==> src/rtl/motor_cmd_spi_rx_pkg.sv <==
// Shared types for the motor command path: per-motor command word, frame size
// and receiver FSM states. motor_controller consumes motor_cmd_t as well.
package motor_cmd_pkg;

  typedef struct packed {
    logic       sign;
    logic [6:0] period;
  } motor_cmd_t;

  localparam int unsigned FRAME_BITS  = 16;
  localparam int unsigned BIT_CNT_SAT = FRAME_BITS + 1;

  typedef enum logic [1:0] {
    IDLE,
    SHIFT,
    COMMIT
  } state_t;

  function automatic motor_cmd_t stop_cmd(input logic [6:0] stop_period);
    motor_cmd_t c;
    c.sign   = 1'b0;
    c.period = stop_period;
    return c;
  endfunction

endpackage

==> src/rtl/motor_cmd_spi_rx_sync_edge.sv <==
// Two-flop synchronizer for an asynchronous input plus a third flop that
// yields single-cycle rise/fall strobes in the clk domain.
module sync_edge (
  input  logic clk,
  input  logic reset,
  input  logic i_async,
  output logic o_sync,
  output logic o_rise,
  output logic o_fall
);

  logic r_meta;
  logic r_sync;
  logic r_prev;

  always_ff @(posedge clk) begin
    if (reset) begin
      r_meta <= 1'b0;
      r_sync <= 1'b0;
      r_prev <= 1'b0;
    end else begin
      r_meta <= i_async;
      r_sync <= r_meta;
      r_prev <= r_sync;
    end
  end

  assign o_sync = r_sync;
  assign o_rise = r_sync & ~r_prev;
  assign o_fall = ~r_sync & r_prev;

endmodule

==> src/rtl/motor_cmd_spi_rx.sv <==
// SPI-slave receiver for 16-bit motor command frames with double-buffered
// outputs, malformed-frame accounting and a stop-forcing watchdog.
module motor_cmd_spi_rx
  import motor_cmd_pkg::*;
#(
  parameter int unsigned TIMEOUT_CYCLES = 600000,
  parameter logic [6:0]  STOP_PERIOD    = 7'd0,
  parameter int unsigned ERR_W          = 8
) (
  input  logic             clk,
  input  logic             reset,
  input  logic             sck,
  input  logic             sdi,
  input  logic             ce,
  output logic             motor1_sign,
  output logic [6:0]       motor1_period,
  output logic             motor2_sign,
  output logic [6:0]       motor2_period,
  output logic             frame_valid,
  output logic             frame_err,
  output logic [ERR_W-1:0] err_count,
  output logic             timeout
);

  localparam int unsigned      WD_W    = $clog2(TIMEOUT_CYCLES + 1);
  localparam logic [WD_W-1:0]  WD_MAX  = WD_W'(TIMEOUT_CYCLES);
  localparam logic [WD_W-1:0]  WD_LAST = WD_W'(TIMEOUT_CYCLES - 1);
  localparam logic [4:0]       CNT_OK  = 5'(FRAME_BITS);
  localparam logic [4:0]       CNT_SAT = 5'(BIT_CNT_SAT);

  logic w_sck_sync;
  logic w_sck_rise;
  logic w_sck_fall;
  logic w_ce_sync;
  logic w_ce_rise;
  logic w_ce_fall;
  logic w_unused;

  logic r_sdi_meta;
  logic r_sdi_sync;

  state_t r_state;
  state_t w_next;

  logic [FRAME_BITS-1:0] r_shift;
  logic [4:0]            r_bit_cnt;
  logic [WD_W-1:0]       r_wd;
  logic                  w_good;
  logic                  w_bad;

  motor_cmd_t       r_m1;
  motor_cmd_t       r_m2;
  logic             r_frame_valid;
  logic             r_frame_err;
  logic [ERR_W-1:0] r_err_count;
  logic             r_timeout;

  sync_edge u_sck_sync (
    .clk    (clk),
    .reset  (reset),
    .i_async(sck),
    .o_sync (w_sck_sync),
    .o_rise (w_sck_rise),
    .o_fall (w_sck_fall)
  );

  sync_edge u_ce_sync (
    .clk    (clk),
    .reset  (reset),
    .i_async(ce),
    .o_sync (w_ce_sync),
    .o_rise (w_ce_rise),
    .o_fall (w_ce_fall)
  );

  assign w_unused = ^{w_sck_sync, w_sck_fall, w_ce_sync};

  always_ff @(posedge clk) begin
    if (reset) begin
      r_sdi_meta <= 1'b0;
      r_sdi_sync <= 1'b0;
    end else begin
      r_sdi_meta <= sdi;
      r_sdi_sync <= r_sdi_meta;
    end
  end

  always_ff @(posedge clk) begin
    if (reset) r_state <= IDLE;
    else       r_state <= w_next;
  end

  always_comb begin
    w_next = r_state;
    unique case (r_state)
      IDLE:    if (w_ce_rise) w_next = SHIFT;
      SHIFT:   if (w_ce_fall) w_next = COMMIT;
      COMMIT:  w_next = IDLE;
      default: w_next = IDLE;
    endcase
  end

  // ce_fall takes priority over a coincident sck_rise, so that edge is dropped.
  always_ff @(posedge clk) begin
    if (reset) begin
      r_shift   <= '0;
      r_bit_cnt <= '0;
    end else begin
      if (r_state == IDLE && w_ce_rise) begin
        r_bit_cnt <= '0;
      end else if (r_state == SHIFT && !w_ce_fall && w_sck_rise) begin
        r_shift <= {r_shift[FRAME_BITS-2:0], r_sdi_sync};
        if (r_bit_cnt != CNT_SAT) r_bit_cnt <= r_bit_cnt + 5'd1;
      end
    end
  end

  assign w_good = (r_state == COMMIT) && (r_bit_cnt == CNT_OK);
  assign w_bad  = (r_state == COMMIT) && (r_bit_cnt != CNT_OK);

  always_ff @(posedge clk) begin
    if (reset) begin
      r_frame_valid <= 1'b0;
      r_frame_err   <= 1'b0;
      r_err_count   <= '0;
    end else begin
      r_frame_valid <= w_good;
      r_frame_err   <= w_bad;
      if (w_bad && r_err_count != '1) r_err_count <= r_err_count + 1'b1;
    end
  end

  // A good commit overrides the watchdog even on the cycle it would expire.
  always_ff @(posedge clk) begin
    if (reset) begin
      r_m1      <= stop_cmd(STOP_PERIOD);
      r_m2      <= stop_cmd(STOP_PERIOD);
      r_wd      <= '0;
      r_timeout <= 1'b0;
    end else if (w_good) begin
      r_m1      <= r_shift[15:8];
      r_m2      <= r_shift[7:0];
      r_wd      <= '0;
      r_timeout <= 1'b0;
    end else begin
      if (r_wd != WD_MAX) r_wd <= r_wd + 1'b1;
      if (r_wd >= WD_LAST) begin
        r_m1      <= stop_cmd(STOP_PERIOD);
        r_m2      <= stop_cmd(STOP_PERIOD);
        r_timeout <= 1'b1;
      end
    end
  end

  assign motor1_sign   = r_m1.sign;
  assign motor1_period = r_m1.period;
  assign motor2_sign   = r_m2.sign;
  assign motor2_period = r_m2.period;
  assign frame_valid   = r_frame_valid;
  assign frame_err     = r_frame_err;
  assign err_count     = r_err_count;
  assign timeout       = r_timeout;

endmodule

==> config.mk <==
export PLATFORM = sky130hd
export DESIGN_NAME = motor_cmd_spi_rx
export DESIGN_NICKNAME = d
export VERILOG_FILES = /design/src/rtl/motor_cmd_spi_rx_pkg.sv /design/src/rtl/motor_cmd_spi_rx_sync_edge.sv /design/src/rtl/motor_cmd_spi_rx.sv
export SDC_FILE = /design/constraint.sdc
export NUM_CORES = 1
export LEC_CHECK = 0
export BUFFER_PORTS_ARGS = -buffer_cell sky130_fd_sc_hd__clkbuf_2
export CORE_AREA = 2 2 75 77
export DETAILED_ROUTE_END_ITERATION = 6
export DIE_AREA = 0 0 77 79
export GPL_TIMING_DRIVEN = 0
export PLACE_DENSITY_LB_ADDON = 0.05
export SYNTH_ARGS = -nofsm -noshare
export SYNTH_HDL_FRONTEND = slang
export SYNTH_SLANG_ARGS = --single-unit
==> constraint.sdc <==
create_clock -name clk -period 5 [get_ports clk]
set_clock_uncertainty 0.1 [all_clocks]
set_input_delay 1 -clock clk [delete_from_list [all_inputs] [get_ports clk]]
set_output_delay 1 -clock clk [all_outputs]
set_load 0.02 [all_outputs]
==> summary.txt, run 1 <==
Status
  – Status: finished clean

Critical path
  – Number of cells on the critical path: 7
  – Crit path buffers/inverters: 2
  – Required time reported for the critical path endpoint: 5.19 ns
  – Signal arrival time at the worst endpoint: between 2 and 2.5 ns
  – Critical path capture point type: flop
  – Critical-path top delay cell: sky130_fd_sc_hd__nor2_1
  – Cells on worst reg2reg path: 7
  – Worst path cell trace: inv_1, ha_1, nor4bb_1, nand2_1, nor2_1, clkbuf_1, a32o_1
  – WS Path Type: flop to flop
  – Cell family with most CP delay: simple AND/OR/NAND/NOR gates
  – Sort of element at the start of the critical path: flop
  – Largest stage delay on the critical path: ~0.48 ns
  – Largest fanout on the critical path: 10

STA
  – RSZ-0062 raised after global routing: false
  – Setup TNS after final layout: 0 ns
  – Crit path time final: 2.29 ns
  – F_max: approximately 440 MHz
  – Final Max Tran Viols: 0
  – Worst hold margin: between 0.3 and 0.4 ns
  – Final Hold Viols: 0
  – Pin slew with the least headroom to its limit: between 0.6 and 0.7 ns
  – Post-route fraction of the period consumed by the critical path: 0.459
  – # setup viols final: 0
  – Slew margin rel.: 0.552

Final layout
  – Number of antenna cells inserted: 0
  – Footprint of the multi-input gates: 1500 um2
  – Final non-filler cell total: between 400 and 500
  – Register area: approximately 1600 um2
  – Fraction of final layout cells sized beyond drive strength 1: 0.148
  – Area Growth Syn to Fin: 15.4%
  – Final nets: 397
  – # fillers: between 400 and 500

Power
  – Net switching component of the power: approximately 260 uW
  – Internal Pwr Total: 970 uW
  – Worst-case vdd ir drop: around 0.00022 V
  – Clk network pwr share: 0.465
  – Total power per unit cell area: between 300 and 400 nW/um2
  – Part of the power in registers: 0.512
  – Logic gate share of total power: 0.023
  – Lkg Pwr: ~1.2 nW
  – Switching Share: 0.213

Place
  – Final weighted congestion in routability-driven placement: 0.798
  – Placed cells: ~450
  – Hpwl dp: between 4000 and 5000 um
  – Number of buffers inserted by port buffering: 31

Routing
  – Number of design-rule violations left by the first detailed-router iteration: between 100 and 150
  – 1st-pass router iterations: 4
  – Final ANT Viol Nets: 0
  – Avg WL per Cell: 13.8 um
  – Vias after detailed routing: approximately 2,700
  – Routed wire length: 6380 um
  – Residual DRC count: 0
  – Via density per instance: ~5.7

CTS
  – Post-CTS setup buffer count: 0
  – Max H-tree Level: 3
  – Register clock-pin slew on the reported worst setup and hold paths: 0.08 ns
  – Clock tree from TritonCTS: built
  – CTS buffer count: 9
  – Quantity of gates resized following cts: 0
  – Number of sinks driven by the clock tree: 78
  – Hold Buf Count CTS: 0
  – Worst-case clock buffer depth: 2
  – Clock latency reported for the late side of the worst-skew pair: approximately 0.35 ns
  – Clock root buffer master: sky130_fd_sc_hd__clkbuf_8

Global route
  – Vias in the first global route: between 2,000 and 2,500
  – Wire length of the first global-routing pass: between 10,000 and 15,000 um
  – Aggregate global routing overflow: 0
  – Largest net degree at the start of global routing: 15
  – Antenna violations before repair: 0
  – All-Layer GR Usage: 0.231

Die
  – Core Footprint: roughly 5300 um2
  – Vertical die dimension: between 70 and 80 um
  – Number of placement rows: 27
  – Die Width: slightly below 80 um
  – Total Die Area: 6080 um2
  – Total I/O pin count: 32
  – Starting density of the core: 0.594

Min path
  – Number of instances on the worst hold path: 2
  – Hold Crit Class: flop to flop

Yosys
  – Commonest register cell after synthesis: sky130_fd_sc_hd__dfxtp_1
  – Post-synth EDFFs: 0
  – Count of distinct cell types in the synthesized netlist: 45
  – Synth async-reset ratio: 0
  – Syn_area_per_cell: between 9 and 10 um2
  – Sequential share of the synthesized area: 0.492
  – Count of mapped cells out of synthesis: 344
  – Number of synthesized register bits: 78
  – Post-synthesis instance area: 3170 um2
  – Post-Synthesis Net Count: around 360
  – Synthesis Warnings: 0

Run
  – Max-capacitance violation count: 0
## worst min-delay path, cell delays in order (launching register included)
cell and delay [ns]:
sky130_fd_sc_hd__dfxtp_1 0.31, sky130_fd_sc_hd__inv_1 0.05, sky130_fd_sc_hd__a21oi_1 0.04
## final timing paths
| path | slack, ns | start | to |
|---|---|---|---|
| max | 2.71 | r_bit_cnt[0]$_SDFFE_PP0P_ | motor2_period[3]$_SDFFE_PP0P_ |
| max reg2reg | 2.71 | r_bit_cnt[0]$_SDFFE_PP0P_ | motor2_period[3]$_SDFFE_PP0P_ |
| min | 0.35 | timeout$_SDFFE_PP0P_ | timeout$_SDFFE_PP0P_ |
| min reg2reg | 0.35 | timeout$_SDFFE_PP0P_ | timeout$_SDFFE_PP0P_ |
## power groups by stage
stage                     combinational [mW]  clock, mW  sequential, mW
after floorplan                       0.0207          0           0.644
after global placement                0.0282          0           0.645
after detailed placement              0.0288          0           0.645
after CTS                             0.0288      0.584           0.630
after global routing                  0.0321      0.607           0.631
final                                 0.0285      0.573           0.630
## cells by family after synthesis
group           count (synthesis)  share of synthesized area
simple gates                  138                      0.244
flops                          78                      0.492
compound gates                 75                      0.155
buf+inv                        30                     0.0363
xor+xnor                       14                     0.0386
fa+ha+maj                       7                     0.0268
mux                             2                    0.00631
## area by class of cell
cell class | count | share of cell area
Sequential cell | 78 | 0.426
Tap cell | 72 | 0.0246
Clock inverter | 7 | 0.0328
Buffer | 17 | 0.0181
Inverter | 13 | 0.0133
Timing Repair Buffer | 31 | 0.0424
Multi-Input combinational cell | 236 | 0.409
Clock buffer | 9 | 0.0338
## metrics by stage
stage                     instance area [um2]  power [mW]  utilization  worst slack (ns)
final                                    3660        1.23        0.686              2.71
after global routing                     3660        1.27        0.686              2.47
after CTS                                3660        1.24        0.686              2.67
after detailed placement                 3420       0.674        0.640              2.41
after global placement                   3420       0.673        0.640              2.40
after floorplan                          3170       0.664            -              2.89
## Yosys cell counts (2+ instances only)
library cell | instances | area share
sky130_fd_sc_hd__a21oi_1 | 34 | 0.054
sky130_fd_sc_hd__a32o_1 | 16 | 0.050
sky130_fd_sc_hd__and2_1 | 2 | 0.0039
sky130_fd_sc_hd__buf_1 | 2 | 0.0024
sky130_fd_sc_hd__buf_2 | 2 | 0.0032
sky130_fd_sc_hd__clkbuf_1 | 13 | 0.015
sky130_fd_sc_hd__dfxtp_1 | 78 | 0.49
sky130_fd_sc_hd__ha_1 | 6 | 0.024
sky130_fd_sc_hd__inv_1 | 13 | 0.015
sky130_fd_sc_hd__mux2i_1 | 2 | 0.0063
sky130_fd_sc_hd__nand2_1 | 27 | 0.032
sky130_fd_sc_hd__nand2b_1 | 3 | 0.0059
sky130_fd_sc_hd__nand3_1 | 27 | 0.043
sky130_fd_sc_hd__nand3_4 | 2 | 0.011
sky130_fd_sc_hd__nand4_1 | 4 | 0.0079
sky130_fd_sc_hd__nand4bb_1 | 3 | 0.011
sky130_fd_sc_hd__nor2_1 | 22 | 0.026
sky130_fd_sc_hd__nor2b_1 | 9 | 0.018
sky130_fd_sc_hd__nor3_1 | 6 | 0.0095
sky130_fd_sc_hd__nor4_1 | 4 | 0.0079
sky130_fd_sc_hd__nor4bb_1 | 2 | 0.0063
sky130_fd_sc_hd__o21ai_0 | 14 | 0.022
sky130_fd_sc_hd__o31ai_1 | 4 | 0.0095
sky130_fd_sc_hd__or2_2 | 2 | 0.0039
sky130_fd_sc_hd__or3_1 | 8 | 0.016
sky130_fd_sc_hd__or4_1 | 8 | 0.019
sky130_fd_sc_hd__xnor2_1 | 9 | 0.025
sky130_fd_sc_hd__xor2_1 | 5 | 0.014
## registers in the layout, indices dropped and copies added (netlist names), 2 cells and up
signal and cells:
r_wd 20, r_shift 16, err_count 8, motor1_period 7
motor2_period 7, r_bit_cnt 5, r_state 2
## metal layers
metal | share of wire | track usage | wire, um | vias up
li1 | - | - | - | 1319
met1 | 0.48 | 0.309 | 3090 | 1274
met2 | 0.46 | 0.359 | 2950 | 51
met3 | 0.036 | 0.0409 | 231 | 10
met4 | 0.018 | 0.125 | 114 | 0
met5 | 0 | 0 | 0 | -
## placed cells by master, fill, tap and decap left out, types with 8 or more instances in the layout
cell type,count
sky130_fd_sc_hd__a21oi_1,34
sky130_fd_sc_hd__a32o_1,16
sky130_fd_sc_hd__clkbuf_1,13
sky130_fd_sc_hd__clkbuf_2,31
sky130_fd_sc_hd__clkbuf_8,9
sky130_fd_sc_hd__dfxtp_1,78
sky130_fd_sc_hd__inv_1,13
sky130_fd_sc_hd__nand2_1,27
sky130_fd_sc_hd__nand3_1,27
sky130_fd_sc_hd__nor2_1,22
sky130_fd_sc_hd__nor2b_1,9
sky130_fd_sc_hd__o21ai_0,14
sky130_fd_sc_hd__or3_1,8
sky130_fd_sc_hd__or4_1,8
sky130_fd_sc_hd__xnor2_1,9
Power figures use the tool's default switching activity.
==> inputs of run 2 (changes only) <==
Settings changed: CORE_AREA 2 2 75 77 to 2 2 77 79, DIE_AREA 0 0 77 79 to 0 0 79 81.
Clock period 5 ns to 2.3 ns, I/O delays scaled along.
==> run 2 against run 1 <==
  * Sequential power is 120% higher
  * Clock-buffer cell count unchanged
  * Total power up 100%
  * Wire length decreased by 0.31%
  * Cell count up 0.43%
  * Global-route usage fell by 1.1 points
  * Critical endpoint is now r_wd[14]$_SDFFE_PP0P_
  * Highest routed layer unchanged
==> summary.txt, run 2 (synthesis gave the netlist of run 1 again) <==
Status
  – Status: finished clean

STA
  – Post-route fraction of the period consumed by the critical path: 0.930
  – Final Hold Viols: 0
  – Setup TNS after final layout: 0 ns
  – Worst hold margin: around 0.21 ns
  – RSZ-0062 raised after global routing: false
  – Final critical-path setup slack: approximately 0.16 ns
  – # setup viols final: 0
  – Crit path time final: about 2.1 ns
  – Slew margin rel.: 0.693
  – Final Max Tran Viols: 0
  – F_max: between 400 and 500 MHz
  – Pin slew with the least headroom to its limit: ~0.46 ns

Die
  – Total I/O pin count: 32
  – Total Die Area: between 6000 and 7000 um2
  – Vertical die dimension: 81 um
  – Number of placement rows: 28
  – Core Footprint: approximately 5700 um2
  – Die Width: approximately 79 um
  – Starting density of the core: 0.559

Power
  – Overall power consumption: approximately 2.5 mW
  – Worst-case vdd ir drop: slightly above 0.0005 V
  – Lkg Pwr: about 1.2 nW
  – Total power per unit cell area: 680 nW/um2

Final layout
  – # fillers: 516
  – Area Growth Syn to Fin: 14.8%
  – Most common library cell in the layout ignoring fill and taps: sky130_fd_sc_hd__dfxtp_1
  – Biggest register: r_wd
  – Leading cell types in the layout, fill and taps excluded: 78 x sky130_fd_sc_hd__dfxtp_1, 34 x sky130_fd_sc_hd__clkbuf_2, 33 x sky130_fd_sc_hd__a21oi_1, 27 x sky130_fd_sc_hd__nand3_1, 27 x sky130_fd_sc_hd__nand2_1
  – Register area: roughly 1600 um2
  – Footprint of the multi-input gates: around 1500 um2
  – Final nets: roughly 400
  – Largest register FFs: 20
  – Fraction of final layout cells sized beyond drive strength 1: 0.164
  – Number of antenna cells inserted: 0
  – Layout Utilization: 0.642

Global route
  – Wire length of the first global-routing pass: 11,000 um
  – Aggregate global routing overflow: 0
  – Vias in the first global route: around 2,400
  – All-Layer GR Usage: 0.220
  – Antenna violations before repair: 0
  – Largest net degree at the start of global routing: 16

Critical path
  – Internal reg-to-reg setup slack: around 0.16 ns
  – Sort of element at the start of the critical path: flop
  – Critical R2R Launch: r_wd[1]$_SDFFE_PP0P_
  – Worst path cell trace: ha_1, nand2_1, or4_1, clkbuf_1, or3_1, a21oi_1
  – Number of cells on the critical path: 6
  – WS Path Type: flop to flop
  – Crit Reg-Reg Endpoint: r_wd[14]$_SDFFE_PP0P_
  – Crit path buffers/inverters: 1
  – Largest fanout on the critical path: 7
  – Largest stage delay on the critical path: 0.49 ns
  – Critical-path top delay cell: sky130_fd_sc_hd__or4_1
  – Required time reported for the critical path endpoint: about 2.5 ns
  – Cells on worst reg2reg path: 6
  – Signal arrival time at the worst endpoint: about 2.3 ns
  – Critical path capture point type: flop
  – Cell family with most CP delay: simple AND/OR/NAND/NOR gates

Run
  – Max-capacitance violation count: 0

Min path
  – Hold Crit Endpoint: u_ce_sync.r_meta$_SDFF_PP0_
  – Hold Crit Class: input port to flop
  – Number of instances on the worst hold path: 2
  – Beginning of the worst hold path: ce

CTS
  – Worst-case clock buffer depth: 2
  – Max H-tree Level: 3
  – Register clock-pin slew on the reported worst setup and hold paths: 0.08 ns
  – Number of sinks driven by the clock tree: 78
  – Clock tree from TritonCTS: built
  – Clock root buffer master: sky130_fd_sc_hd__clkbuf_8
  – Hold Buf Count CTS: 0
  – CTS buffer count: 9
  – Clock latency reported for the late side of the worst-skew pair: between 0.3 and 0.4 ns

Routing
  – Number of design-rule violations left by the first detailed-router iteration: 95
  – Residual DRC count: 0
  – Routed wire length: around 6400 um
  – Via density per instance: roughly 5.6
  – 1st-pass router iterations: 4
  – Final ANT Viol Nets: 0
  – Avg WL per Cell: 13.7 um
  – Vias after detailed routing: around 2,600

Place
  – Final weighted congestion in routability-driven placement: about 0.79
  – Post-Place Setup Slack: -0.0392 ns
  – Hpwl dp: 4440 um
  – Number of buffers inserted by port buffering: 31
## run 2: through the flow
stage,instance area [um2],std cells
floorplan,3170,344
global placement,3420,450
detailed placement,3420,450
CTS,3620,465
global route,3640,465
finish,3640,465
## run 2: cell type report
class,instances,share of cell area
plain buffers,16,0.0182
clock buffers,9,0.0340
clock inverters,7,0.0213
inverters,13,0.0134
multi-input cells,236,0.416
flip-flops and latches,78,0.429
well taps,75,0.0258
repair buffers,31,0.0426
## run 2: worst max-delay path by stage
stage	start	slack, ns	end
final	r_wd[1]$_SDFFE_PP0P_	0.16	r_wd[14]$_SDFFE_PP0P_
after global routing	r_wd[0]$_SDFFE_PP0P_	0.04	r_wd[18]$_SDFFE_PP0P_
after floorplan	r_wd[0]$_SDFFE_PP0P_	0.40	r_wd[14]$_SDFFE_PP0P_
after detailed placement	r_bit_cnt[0]$_SDFFE_PP0P_	-0.04	r_wd[18]$_SDFFE_PP0P_
after CTS	r_bit_cnt[0]$_SDFFE_PP0P_	-0.07	r_wd[18]$_SDFFE_PP0P_
after global placement	r_bit_cnt[0]$_SDFFE_PP0P_	0.004	r_wd[18]$_SDFFE_PP0P_
## run 2: metal layers
layer	track usage	vias up	part of all wire
met3	0.0456	9	0.030
li1	-	1324	-
met2	0.364	38	0.49
met4	0.112	0	0.017
met5	0	-	0
met1	0.272	1243	0.46
## run 2: timing repair
item                       in CTS  in global routing
hold endpoints to repair        0                  0
setup endpoints to repair      12                 23
pin swaps                       0                  0
buffers inserted                0                  0
gates resized for setup         0                  9
## run 2: report_power, final
part           total [mW]  internal [mW]  switching, mW
clock network        1.05          0.514          0.532
logic              0.0638         0.0225         0.0413
registers            1.37           1.36        0.00927
total                2.48           1.90          0.582
